--- config.mk ---
export PLATFORM = sky130hd
export DESIGN_NAME = aes_ct_hex_writer
export DESIGN_NICKNAME = d
export VERILOG_FILES = /design/src/rtl/aes_ct_hex_writer.sv
export SDC_FILE = /design/constraint.sdc
export NUM_CORES = 1
export LEC_CHECK = 0
export CORE_ASPECT_RATIO = 1.75
export CORE_UTILIZATION = 35
export CTS_CLUSTER_SIZE = 10
export DETAILED_ROUTE_END_ITERATION = 8
export HOLD_SLACK_MARGIN = 0.05
export PLACE_DENSITY_LB_ADDON = 0.3
export SLEW_MARGIN = 20
export SYNTH_ARGS = -nofsm -noshare
export SYNTH_HDL_FRONTEND = slang
export SYNTH_SLANG_ARGS = --single-unit
--- constraint.sdc ---
create_clock -name clk_clk -period 5.4 [get_ports clk_clk]
set_input_delay 0.54 -clock clk_clk [delete_from_list [all_inputs] [get_ports clk_clk]]
set_output_delay 0.54 -clock clk_clk [all_outputs]
set_load 0.02 [all_outputs]
--- src/rtl/aes_ct_hex_writer.sv ---
// aes_ct_hex_writer: Avalon-MM staging/display registers that drive the exported to_hex word.
// Define CT_READBACK_EN to let the bus read staging words S0..S3 back.
module aes_ct_hex_writer #(
  parameter int LOG2_DWELL = 23
) (
  input  logic        clk_clk,
  input  logic        reset_reset_n,
  input  logic [2:0]  avs_address,
  input  logic        avs_write,
  input  logic [31:0] avs_writedata,
  input  logic        avs_read,
  output logic [31:0] avs_readdata,
  output logic [31:0] to_hex,
  output logic [1:0]  word_idx,
  output logic        frame_done
);

  localparam logic [LOG2_DWELL-1:0] DWELL_MAX = {LOG2_DWELL{1'b1}};

  logic [31:0]           stage_r [4];
  logic [31:0]           disp_r  [4];
  logic                  rotate_r;
  logic                  valid_r;
  logic [1:0]            idx_r;
  logic [LOG2_DWELL-1:0] cnt_r;
  logic [31:0]           to_hex_r;
  logic [31:0]           readdata_r;
  logic                  frame_done_r;

  logic                  stage_we_s;
  logic                  ctrl_we_s;
  logic                  commit_s;
  logic                  run_s;
  logic                  expire_s;
  logic [31:0]           rd_mux_s;

  // Bus write decode and dwell-expiry detection
  always_comb begin
    stage_we_s = avs_write & ~avs_address[2];
    ctrl_we_s  = avs_write & (avs_address == 3'd4);
    commit_s   = ctrl_we_s & avs_writedata[0];
    run_s      = rotate_r & valid_r;
    expire_s   = run_s & (cnt_r == DWELL_MAX);
  end

  // Read mux over pre-write register values
  always_comb begin
    rd_mux_s = 32'd0;
    case (avs_address)
      3'd5: rd_mux_s = {28'd0, rotate_r, idx_r, valid_r};
`ifdef CT_READBACK_EN
      3'd0, 3'd1, 3'd2, 3'd3: rd_mux_s = stage_r[avs_address[1:0]];
`endif
      default: rd_mux_s = 32'd0;
    endcase
  end

  // Staging words: every bus write to 0..3 lands here
  always_ff @(posedge clk_clk or negedge reset_reset_n) begin
    if (!reset_reset_n) begin
      for (int i = 0; i < 4; i++) stage_r[i] <= 32'd0;
    end else if (stage_we_s) begin
      stage_r[avs_address[1:0]] <= avs_writedata;
    end
  end

  // Display words: snapshot of the staging words taken on commit
  always_ff @(posedge clk_clk or negedge reset_reset_n) begin
    if (!reset_reset_n) begin
      for (int i = 0; i < 4; i++) disp_r[i] <= 32'd0;
    end else if (commit_s) begin
      for (int i = 0; i < 4; i++) disp_r[i] <= stage_r[i];
    end
  end

  // ROTATE level and sticky VALID flag
  always_ff @(posedge clk_clk or negedge reset_reset_n) begin
    if (!reset_reset_n) begin
      rotate_r <= 1'b0;
      valid_r  <= 1'b0;
    end else begin
      if (ctrl_we_s) rotate_r <= avs_writedata[1];
      if (commit_s)  valid_r  <= 1'b1;
    end
  end

  // Dwell counter and word index; a commit overrides a coincident expiry
  always_ff @(posedge clk_clk or negedge reset_reset_n) begin
    if (!reset_reset_n) begin
      cnt_r        <= '0;
      idx_r        <= 2'd0;
      frame_done_r <= 1'b0;
    end else if (commit_s) begin
      cnt_r        <= '0;
      idx_r        <= 2'd0;
      frame_done_r <= 1'b0;
    end else if (expire_s) begin
      cnt_r        <= '0;
      idx_r        <= idx_r + 2'd1;
      frame_done_r <= (idx_r == 2'd3);
    end else begin
      if (run_s) cnt_r <= cnt_r + 1'b1;
      frame_done_r <= 1'b0;
    end
  end

  // Registered display word and read data
  always_ff @(posedge clk_clk or negedge reset_reset_n) begin
    if (!reset_reset_n) begin
      to_hex_r   <= 32'd0;
      readdata_r <= 32'd0;
    end else begin
      to_hex_r <= valid_r ? disp_r[idx_r] : 32'd0;
      if (avs_read) readdata_r <= rd_mux_s;
    end
  end

  assign to_hex       = to_hex_r;
  assign word_idx     = idx_r;
  assign frame_done   = frame_done_r;
  assign avs_readdata = readdata_r;

endmodule

==> run_results.csv <==
group,metric,value,unit
sta,finalSetupViolCount,0,
cts,cts_buffers,38,
worst_setup_path,crit_buf_inv,0,
logic_synthesis,synth-async-reset-ratio,100,%
cells_and_area,final_layout_size_suffix_gt1_share,19.1,%
worst_setup_path,cp.required,5.77,ns
grt,track_usage,15.3,%
floorplanning,die_h,258,um
worst_setup_path,path_class,"flop to flop",
sta,hold_viol_final,0,
cts,cts_sinks,320,
logic_synthesis,yosys_warnings,0,
grt,antenna_found_initial,0,
cells_and_area,layout_common_cells,"nand2_1 (406), dfrtp_1 (317), mux2_2 (128)",
cells_and_area,layout_commonest_cell,"nand2_1",
drt,ant_nets,0,
floorplanning,io_pins,106,
placed_design,dp_hpwl,15800,um
grt,grt_overflow,0,
power,p_leak,7.16,nW
logic_synthesis,yosysTopAreaCell,"dfrtp_1",
sta,period_share,56.2,%
placed_design,portBuffers,77,
cells_and_area,areaGrowthSynthToFinish,16.3,%
sta,fmax,330,MHz
worst_setup_path,cp_common_cell,"nand2_1",
worst_setup_path,crit_slowest_cell,"dfrtp_2",
worst_setup_path,path_max_fanout,36,
sta,slew_violations,0,
logic_synthesis,synth-edff-count,0,
cts,htreeDepth,2,
logic_synthesis,synth_top_area_share,60.9,%
cts,clockBufferDepth,3,
drt,totalWireLength,27800,um
floorplanning,die-area,38400,sq um
floorplanning,num_rows,93,
worst_setup_path,crit_path_end_kind,"flop",
cts,clk_pin_slew,0.05,ns
logic_synthesis,synth_flop_cell,"dfrtp_1",
sta,finalSetupTns,0,ns
cts,cts_setup_buffers,0,
grt,grt_pass1_vias,8679,
drt,vias,8015,
sta,period_minus_slack,3.03,ns
cells_and_area,nets,1230,
logic_synthesis,postSynthAreaPerCell,11.7,sq um
grt,grt_pass1_wl,45800,um
cells_and_area,diodes,0,
drt,wl_per_cell,16.7,um
worst_setup_path,cp.arrival,3.40,ns
worst_setup_path,critPathMaxStageDelay,0.90,ns
drt,vias_per_cell,4.81,
drt,drt_iter0_drc,344,
floorplanning,core-area,36900,sq um
logic_synthesis,synthesis.area,13200,sq um
floorplanning,initial_core_util,35.7,%
worst_setup_path,path_cells,"nand2_1, nor2_2, nand4_4, nand2_1, nor2_1",
logic_synthesis,synth_seq_cells,320,
logic_synthesis,netlist_instances,1124,
logic_synthesis,seq_area_frac_synth,60.9,%
sta,timing.slew.headroom,35.3,%
sta,rsz0062_at_grt,"no",
worst_setup_path,critPathLaunchType,"flop",
placed_design,place.gp.congestion,0.719,
flow_run,maxCapViolCount,0,
worst_hold_path,hp-class,"input pin to async pin",
worst_setup_path,critPathTopFamily,"simple AND/OR/NAND/NOR gates",
drt,drtPass1Iterations,6,
sta,worst_pin_slew,0.971,ns
grt,grt_max_degree,172,
cts,cts_tree,"yes",
sta,fin_skew,0.0246,ns
power,power_density,438,nW/um^2
drt,drc,0,
logic_synthesis,synth.area.top_cells,"dfrtp_1 (61%), nand2_1 (12%), mux2_2 (11%)",
cts,ctsHoldBuffers,0,
cts,clk_latency,0.53,ns
status,status,"complete, no violations",
cts,cts_resized,0,
cts,root_buffer,"clkbuf_16",
power,p_total,6.71,mW
power,ir_worst_vdd,0.211,mV
logic_synthesis,synth_cell_types,43,
floorplanning,die_x,149,um
[Yosys cell counts, types with 5 or more instances]
cell      number
nand2_1      406
buf_4         28
mux4_2        32
dfrtp_1      320
clkbuf_1      34
mux2_2       128
nand4_1        7
xnor2_1        6
a21oi_1        5
and2_1        33
nand3_1       14
xor2_1        12
buf_2         26
inv_1          6
nor2_1        29
[cell families (layout without fill, tap and decap cells)]
kind of cell             count (synthesis)  in the layout  synth area share [%]
XOR/XNOR                                18             18                  1.20
AND/OR/NAND/NOR                        508            508                  16.3
adder cells (fa/ha/maj)                  2              2                 0.190
AO/OA/AOI/OAI                           18             18                  1.07
other                                    1             28                0.0285
buffers and inverters                   95            136                  3.76
multiplexers                           162            162                  16.6
flip-flops                             320            320                  60.9
[path summary, 6_finish.rpt]
path	cells past startpoint	startpoint	slack, ns	end
hold reg to reg	2	stage_r[11]$_DFFE_PN0P_	0.46	disp_r[11]$_DFFE_PN0P_
setup reg to reg	5	valid_r$_DFFE_PN0P_	2.37	cnt_r[13]$_DFFE_PN0P_
setup / recovery	5	valid_r$_DFFE_PN0P_	2.37	cnt_r[13]$_DFFE_PN0P_
hold / removal	1	reset_reset_n	0.04	stage_r[114]$_DFFE_PN0P_
max in group asynchronous	2	reset_reset_n	3.88	word_idx[0]$_DFFE_PN0P_
min in group clk_clk	2	stage_r[11]$_DFFE_PN0P_	0.46	disp_r[11]$_DFFE_PN0P_
[metrics by stage]
| stage | setup WS [ns] | instances | hold slack (ns) | util [%] | instance area [sq um] |
|---|---|---|---|---|---|
| finish | 2.37 | 1667 | 0.0429 | 41.5 | 15300 |
| floorplan | 3.48 | 1151 | 0.244 | - | 13300 |
| CTS | 2.28 | 1667 | 0.0925 | 41.5 | 15300 |
| global route | 2.08 | 1667 | 0.127 | 41.5 | 15300 |
| global placement | 2.16 | 1624 | 0.441 | 38.8 | 14300 |
| detailed placement | 2.11 | 1624 | 0.447 | 38.8 | 14300 |
[per-layer routing]
metal	up-vias	wire (um)	global-route usage [%]
met1	4085	11900	19.1
met5	-	0	0
met4	0	692	5.58
met2	155	14100	26.7
met3	47	1090	2.31
li1	3728	-	-
[report_power, final]
| group | switching, mW | total (mW) | internal [mW] |
|---|---|---|---|
| Clock | 0.916 | 2.18 | 1.26 |
| Sequential | 0.332 | 3.31 | 2.98 |
| Combinational | 0.571 | 1.22 | 0.648 |
[flip-flops by register name, indices dropped and copies added, names as in the netlist]
signal and count:
avs_readdata 4, cnt_r 23, disp_r 128, frame_done 1, rotate_r 1, stage_r 128, to_hex 32, valid_r 1
word_idx 2
[area by class of cell]
class | count | area, sq um
fillers | 3472 | 21600
repair buffers | 87 | 876
multi-input cells | 736 | 4800
clock inverters | 2 | 25.0
clock buffers | 41 | 972
well taps | 475 | 594
inverters | 6 | 22.5
flip-flops and latches | 320 | 8010
Note: power is estimated with default switching activity, not from simulation.
==> variant: new RTL, config.mk and constraints unchanged <==
Add a define of `CT_READBACK_EN`.
--- a/src/rtl/aes_ct_hex_writer.sv
+++ b/src/rtl/aes_ct_hex_writer.sv
@@ -2,2 +2,4 @@
 // Define CT_READBACK_EN to let the bus read staging words S0..S3 back.
+`define CT_READBACK_EN
+
 module aes_ct_hex_writer #(
Check against the original RTL: not equivalent (Yosys sat finds a counterexample within 4 cycles, from zero or initial values and one cycle with reset_reset_n low).
==> variant against the original RTL <==
Hold slack better by 420 ps. Highest routed layer unchanged. Die area increased by 12%. Power increased by 13%. Combinational power increased by 25%. Worst setup slack lost 91 ps. Wire length is 28% higher. Maximum frequency is 2.9% lower. Sequential cell count increased by 28. Largest cell class unchanged. Final area increased by 14%. Synthesized area grew 12%. Largest power group unchanged.
==> variant: results (changes against the original RTL) <==
number of nets in the layout 1360 (was 1230); Iteration-0 DRC Markers 563 (was 344); Critical R2R Capture cnt_r[8] (was cnt_r[13]); status complete, no violations (unchanged); net switching power 0.00210 W (was 0.00182 W); Synth area leaders dfrtp_1 59%, nand2_1 10%, mux4_2 9.8%, mux2_2 9.5%, o2bb2ai_1 1.7% (was dfrtp_1 61%, nand2_1 12%, mux2_2 11%, mux4_2 5.5%, buf_4 1.6%); met2 WL 18700 um (was 14100 um); top flop regs disp_r x128, stage_r x128; Max rail drop VDD 0.202 mV (was 0.211 mV); Clock transition at path regs 50 ps (about the same); Async SR Flop Fraction 100% (unchanged); commonest cells in the netlist 400 x nand2_1, 348 x dfrtp_1, 124 x mux2_2 (was 406 x nand2_1, 320 x dfrtp_1, 128 x mux2_2); Total Routed Length 35500 um (was 27800 um); number of distinct library cells after synthesis 41 (was 43); switch share 27.9% (was 27.1%); worst r2r src valid_r (unchanged); Total GRT Usage 17.3% (was 15.3%); area of the mapped netlist 14800 um2 (was 13200 um2); critical path capture point cnt_r[8] (was cnt_r[13]); M1 WL 14400 um (was 11900 um); port bufs 105 (was 77); clk buf depth 3 (unchanged); Logic pwr share 20.2% (was 18.2%); cells on worst reg2reg path 5 (unchanged); Post-CTS Resized 0 (unchanged); R2R Setup Slk 2560 ps (was 2370 ps); CP arrival 3500 ps (was 3400 ps); CP max FO 83 (was 36); CTS Hold Bufs 1 (was 0); Pre-antenna DRT Iters 4 (was 6); syn_nets 1270; DP Cell Count 1830 (was 1624); via count 9493 (was 8015); CTS buffer count 40 (was 38); WL met3 1150 um (was 1090 um); CTS H-tree depth 2 (unchanged); initial antenna violation count 1 (was 0); worst skew pair latency 540 ps; Cells after Synth 1229 (was 1124); Slew @ Worst Pin 911 ps (was 971 ps); sequential cell area fraction in the yosys report 59.0% (was 60.9%); Routability Congestion 0.737 (was 0.719); beginning of the critical path avs_address[2] (was valid_r); Clock Skew 21.4 ps (was 24.6 ps); first-pass GRT wire length 56800 um (was 45800 um); HPWL after DPL 21300 um (was 15800 um); vias in the first global route 10.2k (was 8679); Hold Path Class flop to flop (was input port to asynchronous set/reset pin); clock root buffer clkbuf_16 (unchanged); pin count of the biggest net entering global routing 156 (was 172); Hold Path End disp_r[15]; hold path depth 2; ys flop type dfrtp_1 (unchanged); layout cell share with drive strength beyond 1 20.0% (was 19.1%); Power Sequential 0.00365 W (was 0.00331 W); Place WS 1700 ps (was 2110 ps); Leak Pwr 7.95 nW (was 7.16 nW); Final Critical Period 3120 ps (was 3030 ps); via/cell ratio 5.05 (was 4.81)
[variant: cell types whose count changed after synthesis, moves of 8 or more]
cell | before | now
dfrtp_1 | 320 | 348
clkbuf_1 | 34 | 44
o21ai_0 | 0 | 8
buf_4 | 28 | 0
inv_1 | 6 | 36
o2bb2ai_1 | 0 | 28
mux4_2 | 32 | 64
buf_1 | 1 | 9
xor2_1 | 12 | 3
[variant: area by class of cell]
type / instances / area [um2]
sequential: 348 / 8710
antenna: 1 / 2.50
tap: 555 / 694
inverter: 36 / 135
clock buffer: 44 / 1070
fill: 3992 / 24100
timing repair buffer: 121 / 1210
multi-input combinational: 772 / 5680
clock inverter: 1 / 16.3
[variant: cells by family (layout without fill, tap and decap cells)]
logic type      after synthesis  count (layout)  share of synthesized area, %
xor+xnor                     10              10                         0.593
flops                       348             348                          59.0
simple gates                503             503                          14.5
other cells                   0               1                             0
fa+ha+maj                     2               2                         0.169
compound gates               64              64                          3.26
mux                         193             193                          19.6
buf+inv                     109             202                          2.94
[variant: worst max-delay path: stages]
cell,delay [ps]
clkdlybuf4s50_1,690
nor4bb_1,770
nand2_4,670
o21ai_1,700
nor2_1,120
[variant: per-stage QoR]
stage / hold WS, ps / area (um2) / utilization, %
2_1_floorplan: 244 / 14800 / -
4_1_cts: 455 / 17500 / 42.1
5_1_grt: 481 / 17500 / 42.1
6_report: 467 / 17500 / 42.1
3_5_place_dp: 458 / 16400 / 39.4
3_3_place_gp: 452 / 16400 / 39.4
[variant: routing by layer]
metal / global-route usage [%] / up-vias
li1: - / 4318
met1: 20.6 / 4922
met2: 31.3 / 180
met3: 2.26 / 73
met4: 6.90 / 0
met5: 0 / -
